--- src/rtl/inst_enc_pkg.sv ---
//============================================================================
// Module   : inst_enc_pkg
// Brief    : Mnemonic codes, opcode/func constants and request-FIFO sizing
//            shared by the instruction encoder.
// Revision : 1.0
//============================================================================
`default_nettype none

package inst_enc_pkg;

    localparam int FIFO_DEPTH = 4;
    localparam int PTR_W      = $clog2(FIFO_DEPTH);
    localparam int CNT_W      = PTR_W + 1;
    localparam int ADDR_W     = 10;

    // Codes 28..31 are deliberately left unassigned (illegal).
    typedef enum logic [4:0] {
        MN_SLL     = 5'd0,
        MN_SRL     = 5'd1,
        MN_SRA     = 5'd2,
        MN_SLLV    = 5'd3,
        MN_JR      = 5'd4,
        MN_SYSCALL = 5'd5,
        MN_ADD     = 5'd6,
        MN_ADDU    = 5'd7,
        MN_SUB     = 5'd8,
        MN_AND     = 5'd9,
        MN_OR      = 5'd10,
        MN_NOR     = 5'd11,
        MN_SLT     = 5'd12,
        MN_SLTU    = 5'd13,
        MN_BEQ     = 5'd14,
        MN_BNE     = 5'd15,
        MN_BGTZ    = 5'd16,
        MN_ADDI    = 5'd17,
        MN_ADDIU   = 5'd18,
        MN_SLTI    = 5'd19,
        MN_SLTIU   = 5'd20,
        MN_ANDI    = 5'd21,
        MN_ORI     = 5'd22,
        MN_LW      = 5'd23,
        MN_SH      = 5'd24,
        MN_SW      = 5'd25,
        MN_J       = 5'd26,
        MN_JAL     = 5'd27
    } mnem_e;

    localparam logic [5:0] OP_RTYPE = 6'd0;
    localparam logic [5:0] OP_J     = 6'd2;
    localparam logic [5:0] OP_JAL   = 6'd3;
    localparam logic [5:0] OP_BEQ   = 6'd4;
    localparam logic [5:0] OP_BNE   = 6'd5;
    localparam logic [5:0] OP_BGTZ  = 6'd7;
    localparam logic [5:0] OP_ADDI  = 6'd8;
    localparam logic [5:0] OP_ADDIU = 6'd9;
    localparam logic [5:0] OP_SLTI  = 6'd10;
    localparam logic [5:0] OP_SLTIU = 6'd11;
    localparam logic [5:0] OP_ANDI  = 6'd12;
    localparam logic [5:0] OP_ORI   = 6'd13;
    localparam logic [5:0] OP_LW    = 6'd35;
    localparam logic [5:0] OP_SH    = 6'd41;
    localparam logic [5:0] OP_SW    = 6'd43;

    localparam logic [5:0] FN_SLL     = 6'd0;
    localparam logic [5:0] FN_SRL     = 6'd2;
    localparam logic [5:0] FN_SRA     = 6'd3;
    localparam logic [5:0] FN_SLLV    = 6'd4;
    localparam logic [5:0] FN_JR      = 6'd8;
    localparam logic [5:0] FN_SYSCALL = 6'd12;
    localparam logic [5:0] FN_ADD     = 6'd32;
    localparam logic [5:0] FN_ADDU    = 6'd33;
    localparam logic [5:0] FN_SUB     = 6'd34;
    localparam logic [5:0] FN_AND     = 6'd36;
    localparam logic [5:0] FN_OR      = 6'd37;
    localparam logic [5:0] FN_NOR     = 6'd39;
    localparam logic [5:0] FN_SLT     = 6'd42;
    localparam logic [5:0] FN_SLTU    = 6'd43;

    localparam logic [31:0] NOP_WORD = 32'h0000_0000;

    typedef struct packed {
        logic [4:0]  mnem;
        logic [4:0]  rs;
        logic [4:0]  rt;
        logic [4:0]  rd;
        logic [4:0]  shamt;
        logic [25:0] imm;
    } req_t;

    function automatic logic [31:0] r_word(input logic [4:0] rs, input logic [4:0] rt,
                                           input logic [4:0] rd, input logic [4:0] shamt,
                                           input logic [5:0] fn);
        return {OP_RTYPE, rs, rt, rd, shamt, fn};
    endfunction

    function automatic logic [31:0] i_word(input logic [5:0] op, input logic [4:0] rs,
                                           input logic [4:0] rt, input logic [15:0] imm16);
        return {op, rs, rt, imm16};
    endfunction

endpackage

`default_nettype wire

--- src/rtl/inst_word_enc.sv ---
//============================================================================
// Module   : inst_word_enc
// Brief    : Combinational mnemonic + fields -> 32-bit MIPS word, with legal flag.
// Revision : 1.0
//============================================================================
`default_nettype none

module inst_word_enc
    import inst_enc_pkg::*;
(
    input  logic [4:0]  mnem,
    input  logic [4:0]  rs,
    input  logic [4:0]  rt,
    input  logic [4:0]  rd,
    input  logic [4:0]  shamt,
    input  logic [25:0] imm,
    output logic [31:0] word,
    output logic        legal
);

    mnem_e m;

    always_comb begin
        m     = mnem_e'(mnem);
        word  = NOP_WORD;
        legal = 1'b1;
        case (m)
            MN_SLL:     word = r_word(5'd0, rt, rd, shamt, FN_SLL);
            MN_SRL:     word = r_word(5'd0, rt, rd, shamt, FN_SRL);
            MN_SRA:     word = r_word(5'd0, rt, rd, shamt, FN_SRA);
            MN_SLLV:    word = r_word(rs, rt, rd, 5'd0, FN_SLLV);
            MN_JR:      word = r_word(rs, 5'd0, 5'd0, 5'd0, FN_JR);
            MN_SYSCALL: word = r_word(5'd0, 5'd0, 5'd0, 5'd0, FN_SYSCALL);
            MN_ADD:     word = r_word(rs, rt, rd, 5'd0, FN_ADD);
            MN_ADDU:    word = r_word(rs, rt, rd, 5'd0, FN_ADDU);
            MN_SUB:     word = r_word(rs, rt, rd, 5'd0, FN_SUB);
            MN_AND:     word = r_word(rs, rt, rd, 5'd0, FN_AND);
            MN_OR:      word = r_word(rs, rt, rd, 5'd0, FN_OR);
            MN_NOR:     word = r_word(rs, rt, rd, 5'd0, FN_NOR);
            MN_SLT:     word = r_word(rs, rt, rd, 5'd0, FN_SLT);
            MN_SLTU:    word = r_word(rs, rt, rd, 5'd0, FN_SLTU);
            MN_BEQ:     word = i_word(OP_BEQ, rs, rt, imm[15:0]);
            MN_BNE:     word = i_word(OP_BNE, rs, rt, imm[15:0]);
            MN_BGTZ:    word = i_word(OP_BGTZ, rs, 5'd0, imm[15:0]);
            MN_ADDI:    word = i_word(OP_ADDI, rs, rt, imm[15:0]);
            MN_ADDIU:   word = i_word(OP_ADDIU, rs, rt, imm[15:0]);
            MN_SLTI:    word = i_word(OP_SLTI, rs, rt, imm[15:0]);
            MN_SLTIU:   word = i_word(OP_SLTIU, rs, rt, imm[15:0]);
            MN_ANDI:    word = i_word(OP_ANDI, rs, rt, imm[15:0]);
            MN_ORI:     word = i_word(OP_ORI, rs, rt, imm[15:0]);
            MN_LW:      word = i_word(OP_LW, rs, rt, imm[15:0]);
            MN_SH:      word = i_word(OP_SH, rs, rt, imm[15:0]);
            MN_SW:      word = i_word(OP_SW, rs, rt, imm[15:0]);
            MN_J:       word = {OP_J, imm};
            MN_JAL:     word = {OP_JAL, imm};
            default:    legal = 1'b0;
        endcase
    end

endmodule

`default_nettype wire

--- src/rtl/inst_encoder.sv ---
//============================================================================
// Module   : inst_encoder
// Brief    : Request FIFO + FSM streaming encoded words into instruction memory.
//            Optional macro INST_ENC_CHECK_EN: drop illegal codes and flag err.
// Revision : 1.0
//============================================================================
`default_nettype none

module inst_encoder
    import inst_enc_pkg::*;
(
    input  logic        clk,
    input  logic        rst_n,
    input  logic        start,
    input  logic        stop,
    input  logic [9:0]  base_addr,
    input  logic        in_valid,
    output logic        in_ready,
    input  logic [4:0]  in_mnem,
    input  logic [4:0]  in_rs,
    input  logic [4:0]  in_rt,
    input  logic [4:0]  in_rd,
    input  logic [4:0]  in_shamt,
    input  logic [25:0] in_imm,
    output logic        imem_we,
    output logic [9:0]  imem_addr,
    output logic [31:0] imem_wdata,
    output logic        busy,
    output logic        full,
    output logic [10:0] count
`ifdef INST_ENC_CHECK_EN
    ,
    output logic        err
`endif
);

    localparam logic [1:0] ST_IDLE  = 2'd0;
    localparam logic [1:0] ST_RUN   = 2'd1;
    localparam logic [1:0] ST_DRAIN = 2'd2;
    localparam logic [1:0] ST_FULL  = 2'd3;

    localparam logic [CNT_W-1:0] FIFO_FULL_LVL = CNT_W'(FIFO_DEPTH);

    logic [1:0]        state_q, state_d;
    logic [9:0]        addr_q, addr_d;
    logic [10:0]       count_q, count_d;
    logic              full_q, full_d;
    logic              imem_we_q, imem_we_d;
    logic [9:0]        imem_addr_q, imem_addr_d;
    logic [31:0]       imem_wdata_q, imem_wdata_d;
    req_t              fifo_mem_q [FIFO_DEPTH];
    req_t              fifo_mem_d [FIFO_DEPTH];
    logic [PTR_W-1:0]  wr_ptr_q, wr_ptr_d;
    logic [PTR_W-1:0]  rd_ptr_q, rd_ptr_d;
    logic [CNT_W-1:0]  fifo_cnt_q, fifo_cnt_d;
`ifdef INST_ENC_CHECK_EN
    logic              err_q, err_d;
`endif

    logic              push;
    logic              pop;
    logic              flush;
    req_t              in_req;
    req_t              head;
    logic [31:0]       enc_word;
    logic              enc_legal;

    assign in_ready = (state_q == ST_RUN) && (fifo_cnt_q != FIFO_FULL_LVL);
    assign push     = in_valid && in_ready;
    assign pop      = (fifo_cnt_q != '0) && ((state_q == ST_RUN) || (state_q == ST_DRAIN));
    assign head     = fifo_mem_q[rd_ptr_q];

    always_comb begin
        in_req.mnem  = in_mnem;
        in_req.rs    = in_rs;
        in_req.rt    = in_rt;
        in_req.rd    = in_rd;
        in_req.shamt = in_shamt;
        in_req.imm   = in_imm;
    end

    inst_word_enc u_word_enc (
        .mnem  (head.mnem),
        .rs    (head.rs),
        .rt    (head.rt),
        .rd    (head.rd),
        .shamt (head.shamt),
        .imm   (head.imm),
        .word  (enc_word),
        .legal (enc_legal)
    );

    always_comb begin
        state_d      = state_q;
        addr_d       = addr_q;
        count_d      = count_q;
        full_d       = full_q;
        imem_we_d    = 1'b0;
        imem_addr_d  = imem_addr_q;
        imem_wdata_d = imem_wdata_q;
        fifo_mem_d   = fifo_mem_q;
        wr_ptr_d     = wr_ptr_q;
        rd_ptr_d     = rd_ptr_q;
        flush        = 1'b0;
`ifdef INST_ENC_CHECK_EN
        err_d        = err_q;
`endif

        if (push) begin
            fifo_mem_d[wr_ptr_q] = in_req;
            wr_ptr_d             = wr_ptr_q + 1'b1;
        end

        if (pop) begin
            rd_ptr_d = rd_ptr_q + 1'b1;
`ifdef INST_ENC_CHECK_EN
            if (!enc_legal) begin
                err_d = 1'b1;
            end else
`endif
            begin
                imem_we_d    = 1'b1;
                imem_addr_d  = addr_q;
                imem_wdata_d = enc_legal ? enc_word : NOP_WORD;
                count_d      = count_q + 11'd1;
                // The last address is terminal: latch full and discard the rest.
                if (addr_q == '1) begin
                    full_d = 1'b1;
                    flush  = 1'b1;
                end else begin
                    addr_d = addr_q + 10'd1;
                end
            end
        end

        fifo_cnt_d = fifo_cnt_q + CNT_W'(push) - CNT_W'(pop);
        if (flush) begin
            fifo_cnt_d = '0;
            wr_ptr_d   = '0;
            rd_ptr_d   = '0;
        end

        case (state_q)
            ST_IDLE: begin
                if (start) begin
                    state_d = ST_RUN;
                    addr_d  = base_addr;
                    count_d = '0;
                    full_d  = 1'b0;
`ifdef INST_ENC_CHECK_EN
                    err_d   = 1'b0;
`endif
                end
            end
            ST_RUN: begin
                if (flush)     state_d = ST_FULL;
                else if (stop) state_d = ST_DRAIN;
            end
            ST_DRAIN: begin
                if (flush)                 state_d = ST_FULL;
                else if (fifo_cnt_q == '0) state_d = ST_IDLE;
            end
            ST_FULL: begin
                if (stop) state_d = ST_IDLE;
            end
            default: state_d = ST_IDLE;
        endcase
    end

    always_ff @(posedge clk or negedge rst_n) begin
        if (!rst_n) begin
            state_q      <= ST_IDLE;
            addr_q       <= '0;
            count_q      <= '0;
            full_q       <= 1'b0;
            imem_we_q    <= 1'b0;
            imem_addr_q  <= '0;
            imem_wdata_q <= '0;
            wr_ptr_q     <= '0;
            rd_ptr_q     <= '0;
            fifo_cnt_q   <= '0;
            for (int i = 0; i < FIFO_DEPTH; i++) begin
                fifo_mem_q[i] <= '0;
            end
`ifdef INST_ENC_CHECK_EN
            err_q        <= 1'b0;
`endif
        end else begin
            state_q      <= state_d;
            addr_q       <= addr_d;
            count_q      <= count_d;
            full_q       <= full_d;
            imem_we_q    <= imem_we_d;
            imem_addr_q  <= imem_addr_d;
            imem_wdata_q <= imem_wdata_d;
            wr_ptr_q     <= wr_ptr_d;
            rd_ptr_q     <= rd_ptr_d;
            fifo_cnt_q   <= fifo_cnt_d;
            fifo_mem_q   <= fifo_mem_d;
`ifdef INST_ENC_CHECK_EN
            err_q        <= err_d;
`endif
        end
    end

    assign imem_we    = imem_we_q;
    assign imem_addr  = imem_addr_q;
    assign imem_wdata = imem_wdata_q;
    assign busy       = (state_q != ST_IDLE);
    assign full       = full_q;
    assign count      = count_q;
`ifdef INST_ENC_CHECK_EN
    assign err        = err_q;
`endif

endmodule

`default_nettype wire

--- config.mk ---
export PLATFORM = sky130hd
export DESIGN_NAME = inst_encoder
export DESIGN_NICKNAME = d
export VERILOG_FILES = /design/src/rtl/inst_enc_pkg.sv /design/src/rtl/inst_word_enc.sv /design/src/rtl/inst_encoder.sv
export SDC_FILE = /design/constraint.sdc
export NUM_CORES = 1
export LEC_CHECK = 0
export BUFFER_PORTS_ARGS = -buffer_cell sky130_fd_sc_hd__buf_2
export CORE_UTILIZATION = 50
export DETAILED_ROUTE_END_ITERATION = 12
export HOLD_SLACK_MARGIN = 0.05
export PLACE_DENSITY = 0.72
export SLEW_MARGIN = 25
export SYNTH_ARGS = -nofsm -noshare
export SYNTH_HDL_FRONTEND = slang
export SYNTH_SLANG_ARGS = --single-unit
--- constraint.sdc ---
create_clock -name clk -period 2.8 [get_ports clk]
set_input_delay 0.14 -clock clk [delete_from_list [all_inputs] [get_ports clk]]
set_output_delay 0.14 -clock clk [all_outputs]
set_load 0.005 [all_outputs]
==> results by group, run 1 <==
Outcome
  • Status: completed

STA
  • Max-slew headroom: 45.99%
  • F_max: approximately 0.38 GHz
  • Final Hold Fails: 0
  • Slew of the pin with the lowest slew margin: 0.8063 ns
  • RSZ-0062 raised after global routing: false
  • Total Neg Setup Slack: 0 ns
  • Worst-case clock skew: approximately 0.01 ns
  • Fin. max-slew vios: 0
  • Post-layout min period: 2.652 ns
  • Finish-stage setup viols: 0
  • Tcrit/Tclk final: 94.71%

Critical path
  • CP Cell Sequence: inv_1 > ha_1 > o31ai_4 > buf_4 > or3_1 > nor2_1 > xnor2_1 > a31oi_1 > dlygate4sd3_1
  • CP required: 3.23 ns
  • CP Class: reg2reg
  • CP peak stage delay: ~0.55 ns
  • Arrival @ worst endpoint: a little over 3 ns
  • Slowest CP cell: dlygate4sd3_1
  • CP Max Fanout: 31
  • CP Launch Type: flip-flop
  • CP endpoint kind: flip-flop

Die
  • Die Wd: around 160 um
  • Die height: 160.6 um
  • Die ar.: 0.02581 mm2
  • Rows: 57
  • Initial Util: 51.30%
  • Ports: 123
  • Core area: 0.02453 mm2

Logic synthesis
  • List of most frequent post-synthesis cells: dfrtp_1 (277), mux2_2 (205), nand2_1 (91)
  • Syn Std Cell Area: approximately 0.013 mm2
  • Top post-synthesis cells by area: dfrtp_1 (55%), mux2_2 (18%), mux4_2 (9.1%)
  • Top_reg_cell synth: dfrtp_1
  • Syn_area_per_cell: between 10 and 15 um2
  • Seq/Total Area, Yosys: 55.08%
  • Asr flop ratio synth: 100.0%
  • Most frequent cell after synthesis: dfrtp_1
  • Distinct cells, synth: 58
  • Synth top area share: between 50% and 60%
  • Post-synth EDFFs: 0
  • Ys Warns: 0
  • Area leader, netlist: dfrtp_1
  • #FFs+latches synth: 277
  • Syn nets: 1016
  • Cell count after synthesis: about 940

Clock network
  • CTS tree: done
  • H-tree depth: 1
  • CTS sink count: 277
  • Setup bufs post-CTS: 0
  • Number of buffers created by CTS: 30
  • Worst skew pair latency: approximately 0.55 ns
  • CTS root buf: clkbuf_16
  • Reg clk slew, reported paths: 0.06 ns
  • Clk buf depth: 3

Global route
  • Largest net degree at the start of global routing: 89
  • First-pass GRT wire length: 45.68 mm
  • Initial antenna violation count: 0
  • Vias in the first global route: 8547
  • GRT Total Usage: 22.35%
  • Overflow after GRT: 0

Power and ir drop
  • Clock power share: between 20% and 30%
  • Internal power: 12120 uW
  • Pwr Total: 18450 uW
  • Part of the power in combinational logic: 40.5%
  • Pleak: 0.007160 uW
  • Switching Fraction: 34.29%
  • Pwr/cell area: 1200 mW/mm2
  • Sw Pwr: 6327 uW
  • Seq pwr share: 37.1%
  • Worst VDD drop: 0.6082 mV

Finish
  • Area delta synth->final: 22.12%
  • Number of antenna diodes: 0
  • Fraction of layout cells with a size suffix above 1: 40.07%
  • Number of fill cells in the layout: ~1900
  • Nets: 1206

Drt
  • Initial DRC Count: 549
  • First-pass iteration count of the detailed router: 4
  • WL final: 27.68 mm
  • Routed len/inst: between 15 and 20 um
  • Number of vias per cell: approximately 5.5
  • Vias: 8104
  • DRT antenna net count: 0
  • # DRC: 0

Placement
  • DPL Wire Length: 17.10 mm
  • Final Wtd Congestion: 0.8187
  • I/O Buffers: 121

Run
  • Max Cap Viol: 0

Worst hold path
  • Hold WC Path Type: in2reg
## final timing paths
path | startpoint | endpoint | slack, ns | depth (start not counted)
min in group asynchronous | rst_n | addr_q[7] | 0.18 | 2
max reg2reg | state_q[1] | addr_q[9] | 0.15 | 9
min reg2reg | imem_addr[5] | imem_addr[5] | 0.47 | 2
min | stop | state_q[0] | 0.11 | 5
max in group asynchronous | rst_n | fifo_mem_q[84] | 1.73 | 3
max | state_q[1] | addr_q[9] | 0.15 | 9
## worst max-delay path, delay by kind of cell (launching register included)
family	cells	cell delay, ns
buffers and inverters	3	0.90
xor gates and xnor gates	1	0.12
adders and majority gates	1	0.33
AOI/OAI and AO/OA	2	0.18
and+or+nand+nor	2	0.59
DFF	1	0.40
## through the flow
step | hold slack, ns | worst slack (ns) | std cells | util, % | cell area [um2]
floorplan | -0.1556 | 0.07400 | 936 | - | 12590
global placement | 0.1953 | 0.4522 | 1352 | 55.68 | 13660
detailed placement | 0.1932 | 0.4006 | 1352 | 55.68 | 13660
CTS | 0.09749 | 0.1249 | 1472 | 62.64 | 15370
global route | 0.1416 | 0.01473 | 1472 | 62.64 | 15370
finish | 0.1067 | 0.1482 | 1472 | 62.64 | 15370
## layout make-up
class                           count  area (um2)  area share [%]
Clock buffer                       42       845.8           5.504
Clock inverter                     12       202.7           1.319
Inverter                           38       142.6          0.9281
Multi-Input combinational cell    567        5296           34.46
Sequential cell                   277        6937           45.14
Tap cell                          324       405.4           2.638
Timing Repair Buffer              212        1539           10.01
## per-layer routing
| layer | global-route usage (%) | wire (um) |
|---|---|---|
| met5 | 0 | 0 |
| met4 | 5.281 | 601 |
| met3 | 3.461 | 1180 |
| met2 | 36.78 | 13160 |
| met1 | 31.39 | 12740 |
## registers in the layout, indices dropped and copies added, names as in the netlist
register / cells
imem_we: 1
fifo_cnt_q: 3
fifo_mem_q: 204
rd_ptr_q: 2
wr_ptr_q: 2
imem_addr: 10
addr_q: 10
count: 11
state_q: 2
full: 1
imem_wdata: 31
## timing repair
item,4_1_cts,5_1_grt
hold buffers,66,0
resized for setup,0,0
hold endpoints to repair,297,0
## power by group through the flow
| stage | logic [uW] | clock network [uW] | registers [uW] |
|---|---|---|---|
| 2_1_floorplan | 5650 | 0 | 6500 |
| 3_3_place_gp | 7220 | 0 | 6800 |
| 3_5_place_dp | 7400 | 0 | 6890 |
| 4_1_cts | 7550 | 4210 | 6840 |
| 5_1_grt | 8240 | 4360 | 7070 |
| 6_report | 7480 | 4130 | 6840 |
## placed cells by master, fill, tap and decap left out, types with 8 or more instances in the layout
cell and n:
mux4_2 51, mux2_2 205, buf_4 19, dfrtp_1 275, o21ai_0 14, nand2_1 87, buf_2 120, inv_1 36
ha_1 13, a21oi_1 16, dlygate4sd3_1 66, xor2_1 15, o21ai_1 18, nor2_1 36, clkbuf_16 30, nand3_1 8
o221ai_1 11
## kinds of logic (layout without fill, tap and decap cells)
group                      Yosys count  after routing  share of synthesized area (%)
DFF                                277            277                          55.08
muxes                              259            259                          27.71
adders and majority gates           14             14                          1.452
xor gates and xnor gates            22             22                          1.531
AOI/OAI and AO/OA                   97             97                          4.952
other                                1              1                        0.02980
buffers and inverters               92            304                          3.022
and+or+nand+nor                    174            174                          6.224
No activity file was read; power rests on OpenSTA's default activity.
==> run 2: changes to the inputs <==
- PLACE_DENSITY: 0.72 -> 0.7
- REMOVE_ABC_BUFFERS: default -> 1
==> run 2 against run 1 <==
Clock skew increased by 0.0087 ns. Critical endpoint is now fifo_cnt_q[2]. Design area decreased by 0.28%. Flip-flop and latch count unchanged. Wire length decreased by 2.8%. Critical path depth increased by 1. Count of clock-buffer cells in the layout increased by 1.
==> results by group, run 2 (same netlist as run 1, synthesis figures left out) <==
Run
  • Max Cap Viol: 0 (unchanged)

Global route
  • Largest net degree at the start of global routing: 79 (was 89)
  • First-pass GRT wire length: 44.39 mm (was 45.68 mm)
  • Overflow after GRT: 0 (unchanged)
  • Vias in the first global route: 8438 (was 8547)
  • Initial antenna violation count: 0 (unchanged)
  • GRT Total Usage: 21.60% (was 22.35%)

Drt
  • Vias: 8078 (was 8104)
  • # DRC: 0 (unchanged)
  • DRT antenna net count: 0 (unchanged)
  • Routed len/inst: 18.31 um (was 18.81 um)
  • Initial DRC Count: 548 (was 549)
  • First-pass iteration count of the detailed router: 4 (unchanged)
  • WL final: 26.90 mm (was 27.68 mm)
  • Number of vias per cell: 5.499 (was 5.505)

Critical path
  • Arrival @ worst endpoint: 2.97 ns (was 3.08 ns)
  • CP Launch Type: flip-flop (unchanged)
  • CP Cell Sequence: o31ai_4 > inv_2 > ha_1 > inv_1 > ha_1 > inv_1 > fa_1 > xor2_1 > xnor2_1 > nor2_1 (was inv_1 > ha_1 > o31ai_4 > buf_4 > or3_1 > nor2_1 > xnor2_1 > a31oi_1 > dlygate4sd3_1)
  • CP required: 3.19 ns (was 3.23 ns)
  • CP Max Fanout: 13 (was 31)
  • CP Buf/Inv Count: 3 (unchanged)
  • CP delay by family, top: adder cells (was buffers and inverters)
  • Reg-to-reg slack, setup: 0.22 ns (was 0.15 ns)
  • CP endpoint kind: flip-flop (unchanged)
  • CP Class: reg2reg (unchanged)
  • CP peak stage delay: 0.57 ns (was 0.55 ns)
  • Slowest CP cell: o31ai_4 (was dlygate4sd3_1)

Die
  • Die height: 160.6 um (unchanged)
  • Die Wd: 160.6 um (unchanged)
  • Initial Util: 51.30% (unchanged)
  • Core area: 0.02453 mm2 (unchanged)
  • Ports: 123 (unchanged)
  • Rows: 57 (unchanged)
  • Die ar.: 0.02581 mm2 (unchanged)

STA
  • Final Hold Fails: 0 (unchanged)
  • Worst-case clock skew: 0.01853 ns (was 0.009803 ns)
  • Post-layout min period: 2.579 ns (was 2.652 ns)
  • Hold_ws: 0.1179 ns (was 0.1067 ns)
  • Total Neg Setup Slack: 0 ns (unchanged)
  • Finish-stage setup viols: 0 (unchanged)
  • Max-slew headroom: 40.67% (was 45.99%)
  • Tcrit/Tclk final: 92.09% (was 94.71%)
  • RSZ-0062 raised after global routing: false (unchanged)
  • Slew of the pin with the lowest slew margin: 0.8831 ns (was 0.8063 ns)
  • Fin. max-slew vios: 0 (unchanged)
  • F_max: 0.3878 GHz (was 0.3771 GHz)

Clock network
  • H-tree depth: 1 (unchanged)
  • Clk buf depth: 3 (unchanged)
  • CTS root buf: clkbuf_16 (unchanged)
  • Worst skew pair latency: 0.55 ns (about the same)
  • Setup bufs post-CTS: 0 (unchanged)
  • Reg clk slew, reported paths: 0.06 ns (about the same)
  • CTS sink count: 277 (unchanged)
  • CTS tree: done (unchanged)
  • Number of buffers created by CTS: 29 (was 30)

Finish
  • Final instance area: 0.01533 mm2 (was 0.01537 mm2)
  • Fin util: 62.47% (was 62.64%)
  • Top reg by flops: fifo_mem_q (unchanged)
  • Fraction of layout cells with a size suffix above 1: 40.35% (was 40.07%)
  • Nets: 1202 (was 1206)
  • Most frequent cells in the layout: dfrtp_1 (275), mux2_2 (205), buf_2 (120) (unchanged)
  • Number of antenna diodes: 0 (unchanged)
  • Final Non-Filler Cells: 1469 (was 1472)
  • Max reg flops: 204 (unchanged)
  • Most common cell after layout, fill and taps aside: dfrtp_1 (unchanged)
  • Area delta synth->final: 21.78% (was 22.12%)

Placement
  • Placed cells: 1350 (was 1352)
  • DPL Wire Length: 16.12 mm (was 17.10 mm)
  • I/O Buffers: 121 (unchanged)
  • Final Wtd Congestion: 0.8527 (was 0.8187)
  • Placed inst area: 0.01367 mm2 (was 0.01366 mm2)

Power and ir drop
  • Worst VDD drop: 0.7401 mV (was 0.6082 mV)
  • Pwr/cell area: 1193 mW/mm2 (was 1200 mW/mm2)
  • Pleak: 0.007139 uW (was 0.007160 uW)

Outcome
  • Status: completed (unchanged)

Worst hold path
  • Hold WC Path Type: in2reg (unchanged)
-- run 2: cell types whose count changed in the layout (fill, tap and decap cells not counted), sizes merged --
| cell | previous run | this run |
|---|---|---|
| buf | 146 | 144 |
| bufinv | 5 | 2 |
| clkbuf | 42 | 43 |
| clkinv | 6 | 7 |
| clkinvlp | 1 | 2 |
| dlygate4sd3 | 66 | 65 |
-- run 2: timing repair --
item / CTS / global route
hold buffers: 65 / 0
endpoints found under the setup margin: 0 / 2
resized for setup: 0 / 1
hold endpoints to repair: 287 / 0
-- run 2: worst paths after layout --
kind / start / to / cells past startpoint
setup / recovery: fifo_cnt_q[2] / fifo_cnt_q[2] / 10
hold / removal: stop / state_q[0] / 4
setup reg to reg: fifo_cnt_q[2] / fifo_cnt_q[2] / 10
hold reg to reg: imem_addr[0] / imem_addr[0] / 2
max in group asynchronous: rst_n / fifo_mem_q[166] / 3
min in group asynchronous: rst_n / count[3] / 2
-- run 2: report_power, final --
| group | leakage [uW] | internal (uW) | switching [uW] |
|---|---|---|---|
| Combinational | 0.00315 | 3830 | 3700 |
| Sequential | 0.00349 | 5780 | 1030 |
| Clock | 0.000497 | 2370 | 1570 |
-- run 2: worst min-delay path, stage by stage --
cell     delay (ns)
buf_2          0.11
o22ai_1        0.12
a21oi_1        0.10
o21ai_0        0.15
-- run 2: stage by stage --
stage | worst slack (ns) | power [uW]
final | 0.2213 | 18280
after global routing | 0.01003 | 19520
after CTS | 0.07869 | 18440
after detailed placement | 0.2216 | 14340
after global placement | 0.3323 | 14080
after floorplan | -3.080 | 11970
-- run 2: cell type report --
cell class	count	area, um2
fill	1870	9208
sequential	277	6937
multi-input combinational	567	5296
timing repair buffer	209	1543
clock buffer	43	888.4
tap	324	405.4
inverter	38	142.6
clock inverter	11	113.9
-- run 2: per-layer routing --
metal | track usage, % | part of all wire [%] | up-vias
met1 | 29.96 | 46 | 4125
met4 | 5.628 | 2.2 | 0
li1 | - | - | 3741
met3 | 3.073 | 4.3 | 36
met5 | 0 | 0 | -
met2 | 35.91 | 48 | 176
==> run 3: changes to the inputs <==
- CORE_MARGIN: default -> 5
- CORE_UTILIZATION: 50 -> 45
- PLACE_DENSITY: 0.7 -> 0.64
==> run 3 against run 2 <==
Critical path depth shrank 1. Via count is 0.15% lower. Critical path type unchanged. Wire length grew 4.0%. Sequential power increased by 0.9%. Combinational power fell by 0.5%. First-iteration DRC count down 16%. Non-clock buffer count is 2 higher. Power shrank 1.0%. Flip-flop and latch count stayed put. Utilization is 7.1 points lower. Sequential share of layout area hardly changed. Final cell count grew 3.9%.
==> results by group, run 3 (same netlist as run 1, synthesis figures left out) <==
Outcome
  • Status: completed (unchanged)

Clock network
  • Setup bufs post-CTS: 0 (unchanged)
  • Worst skew pair latency: 0.56 ns (was 0.55 ns)
  • H-tree depth: 1 (unchanged)
  • CTS tree: done (unchanged)
  • CTS root buf: clkbuf_16 (unchanged)
  • Number of buffers created by CTS: 30 (was 29)
  • Clk buf depth: 3 (unchanged)
  • Reg clk slew, reported paths: 0.06 ns (about the same)
  • CTS sink count: 277 (unchanged)

Finish
  • Most common cell after layout, fill and taps aside: dfrtp_1 (unchanged)
  • Area delta synth->final: 21.87% (was 21.78%)
  • Top reg by flops: fifo_mem_q (unchanged)
  • Number of fill cells in the layout: 2302 (was 1870)
  • Final instance area: 0.01534 mm2 (was 0.01533 mm2)
  • Nets: 1205 (was 1202)
  • Most frequent cells in the layout: dfrtp_1 (275), mux2_2 (205), buf_2 (120) (unchanged)
  • Max reg flops: 204 (unchanged)
  • Final Non-Filler Cells: 1527 (was 1469)
  • Fraction of layout cells with a size suffix above 1: 39.32% (was 40.35%)

Global route
  • Overflow after GRT: 0 (unchanged)
  • Vias in the first global route: 8423 (was 8438)
  • Initial antenna violation count: 2 (was 0)
  • GRT Total Usage: 18.16% (was 21.60%)
  • First-pass GRT wire length: 46.18 mm (was 44.39 mm)
  • Largest net degree at the start of global routing: 91 (was 79)

Die
  • Die height: 177.2 um (was 160.6 um)
  • Initial Util: 45.42% (was 51.30%)
  • Rows: 61 (was 57)
  • Die Wd: 177.2 um (was 160.6 um)
  • Ports: 123 (unchanged)
  • Die ar.: 0.03141 mm2 (was 0.02581 mm2)
  • Core area: 0.02771 mm2 (was 0.02453 mm2)

Critical path
  • R2R Path End: addr_q[9] (was fifo_cnt_q[2])
  • Reg-to-reg slack, setup: 0.19 ns (was 0.22 ns)
  • R2R Path Start: state_q[0] (was fifo_cnt_q[2])
  • Setup crit start: state_q[0] (was fifo_cnt_q[2])
  • CP Launch Type: flip-flop (unchanged)
  • CP Max Fanout: 21 (was 13)
  • CP Class: reg2reg (unchanged)
  • Reg2reg path depth: 9 (was 10)
  • Setup crit end: addr_q[9] (was fifo_cnt_q[2])
  • CP required: 3.22 ns (was 3.19 ns)
  • CP endpoint kind: flip-flop (unchanged)
  • Arrival @ worst endpoint: 3.03 ns (was 2.97 ns)

STA
  • Final setup margin: 0.1871 ns (was 0.2213 ns)
  • Worst-case clock skew: 0.02323 ns (was 0.01853 ns)
  • Final Hold Fails: 0 (unchanged)
  • Slew of the pin with the lowest slew margin: 0.8820 ns (was 0.8831 ns)
  • RSZ-0062 raised after global routing: false (unchanged)
  • Fin. max-slew vios: 0 (unchanged)
  • Finish-stage setup viols: 0 (unchanged)
  • Max-slew headroom: 40.75% (was 40.67%)
  • Tcrit/Tclk final: 93.32% (was 92.09%)
  • Post-layout min period: 2.613 ns (was 2.579 ns)
  • F_max: 0.3827 GHz (was 0.3878 GHz)

Drt
  • DRT antenna net count: 0 (unchanged)
  • Routed len/inst: 18.31 um (about the same)
  • First-pass iteration count of the detailed router: 4 (unchanged)
  • WL final: 27.97 mm (was 26.90 mm)
  • Vias: 8066 (was 8078)
  • Number of vias per cell: 5.282 (was 5.499)
  • # DRC: 0 (unchanged)
  • Initial DRC Count: 458 (was 548)

Power and ir drop
  • Pleak: 0.007101 uW (was 0.007139 uW)
  • Worst VDD drop: 0.5753 mV (was 0.7401 mV)
  • Pwr/cell area: 1180 mW/mm2 (was 1193 mW/mm2)

Placement
  • Placed inst area: 0.01374 mm2 (was 0.01367 mm2)
  • Final Wtd Congestion: 0.8055 (was 0.8527)
  • Placed cells: 1405 (was 1350)
  • Placement Setup Slack: 0.3365 ns (was 0.2216 ns)
  • I/O Buffers: 121 (unchanged)
  • DPL Wire Length: 17.42 mm (was 16.12 mm)

Run
  • Max Cap Viol: 0 (unchanged)

Worst hold path
  • Hold WC Path Type: in2reg (unchanged)
  • Hold path startpoint: stop (unchanged)
run 3: what timing repair did:
item,CTS,global route
hold buffers,66,0
gates resized for setup,0,1
endpoints found under the setup margin,0,1
endpoints found under the hold margin,300,0
run 3: final cells by class:
cell class                 count  area (um2)  area share, %
inverter                      38       142.6         0.9300
antenna                        2       5.005        0.03263
timing repair buffer         211        1560          10.17
multi-input combinational    567        5296          34.53
clock inverter                 5       61.31         0.3997
sequential                   277        6937          45.23
tap                          378       473.0          3.084
clock buffer                  49       862.1          5.621
run 3: per-layer routing:
metal	wire, um	GRT usage (%)	up-vias	share of wire (%)
li1	-	-	3743	-
met4	543	3.868	0	1.9
met3	1422	3.140	42	5.1
met1	12980	26.58	4092	46
met2	13020	28.82	189	47
met5	0	0	-	0
run 3: report_power, final:
group | leakage (uW) | internal (uW) | switching (uW)
clock network | 0.000449 | 2180 | 1550
registers | 0.00349 | 5780 | 1090
logic | 0.00316 | 3830 | 3660
run 3: through the flow:
step / setup TNS [ns] / power (uW) / utilization [%] / hold WS [ns]
4_1_cts: 0 / 18300 / 55.33 / 0.08412
5_1_grt: 0 / 19440 / 55.36 / 0.1692
6_report: 0 / 18100 / 55.36 / 0.1114
3_3_place_gp: 0 / 14170 / 49.61 / 0.2110
2_1_floorplan: -139.88 / 11970 / - / -0.1556
3_5_place_dp: 0 / 14380 / 49.61 / 0.2127
run 3: how the worst min path moves through the flow:
stage                 endpoint  cells past startpoint
detailed placement     imem_we                      1
finish              state_q[0]                      4
global route        state_q[0]                      4
floorplan            addr_q[0]                      0
CTS                 state_q[0]                      4
global placement       imem_we                      1
run 3: critical path, stage by stage (launching register included):
cell and delay [ns]:
dfrtp_1 0.40, inv_1 0.11, ha_1 0.32, o31ai_4 0.12
buf_6 0.20, or3_1 0.42, nor2_1 0.15, xnor2_1 0.13
a31oi_1 0.09, dlygate4sd3_1 0.55
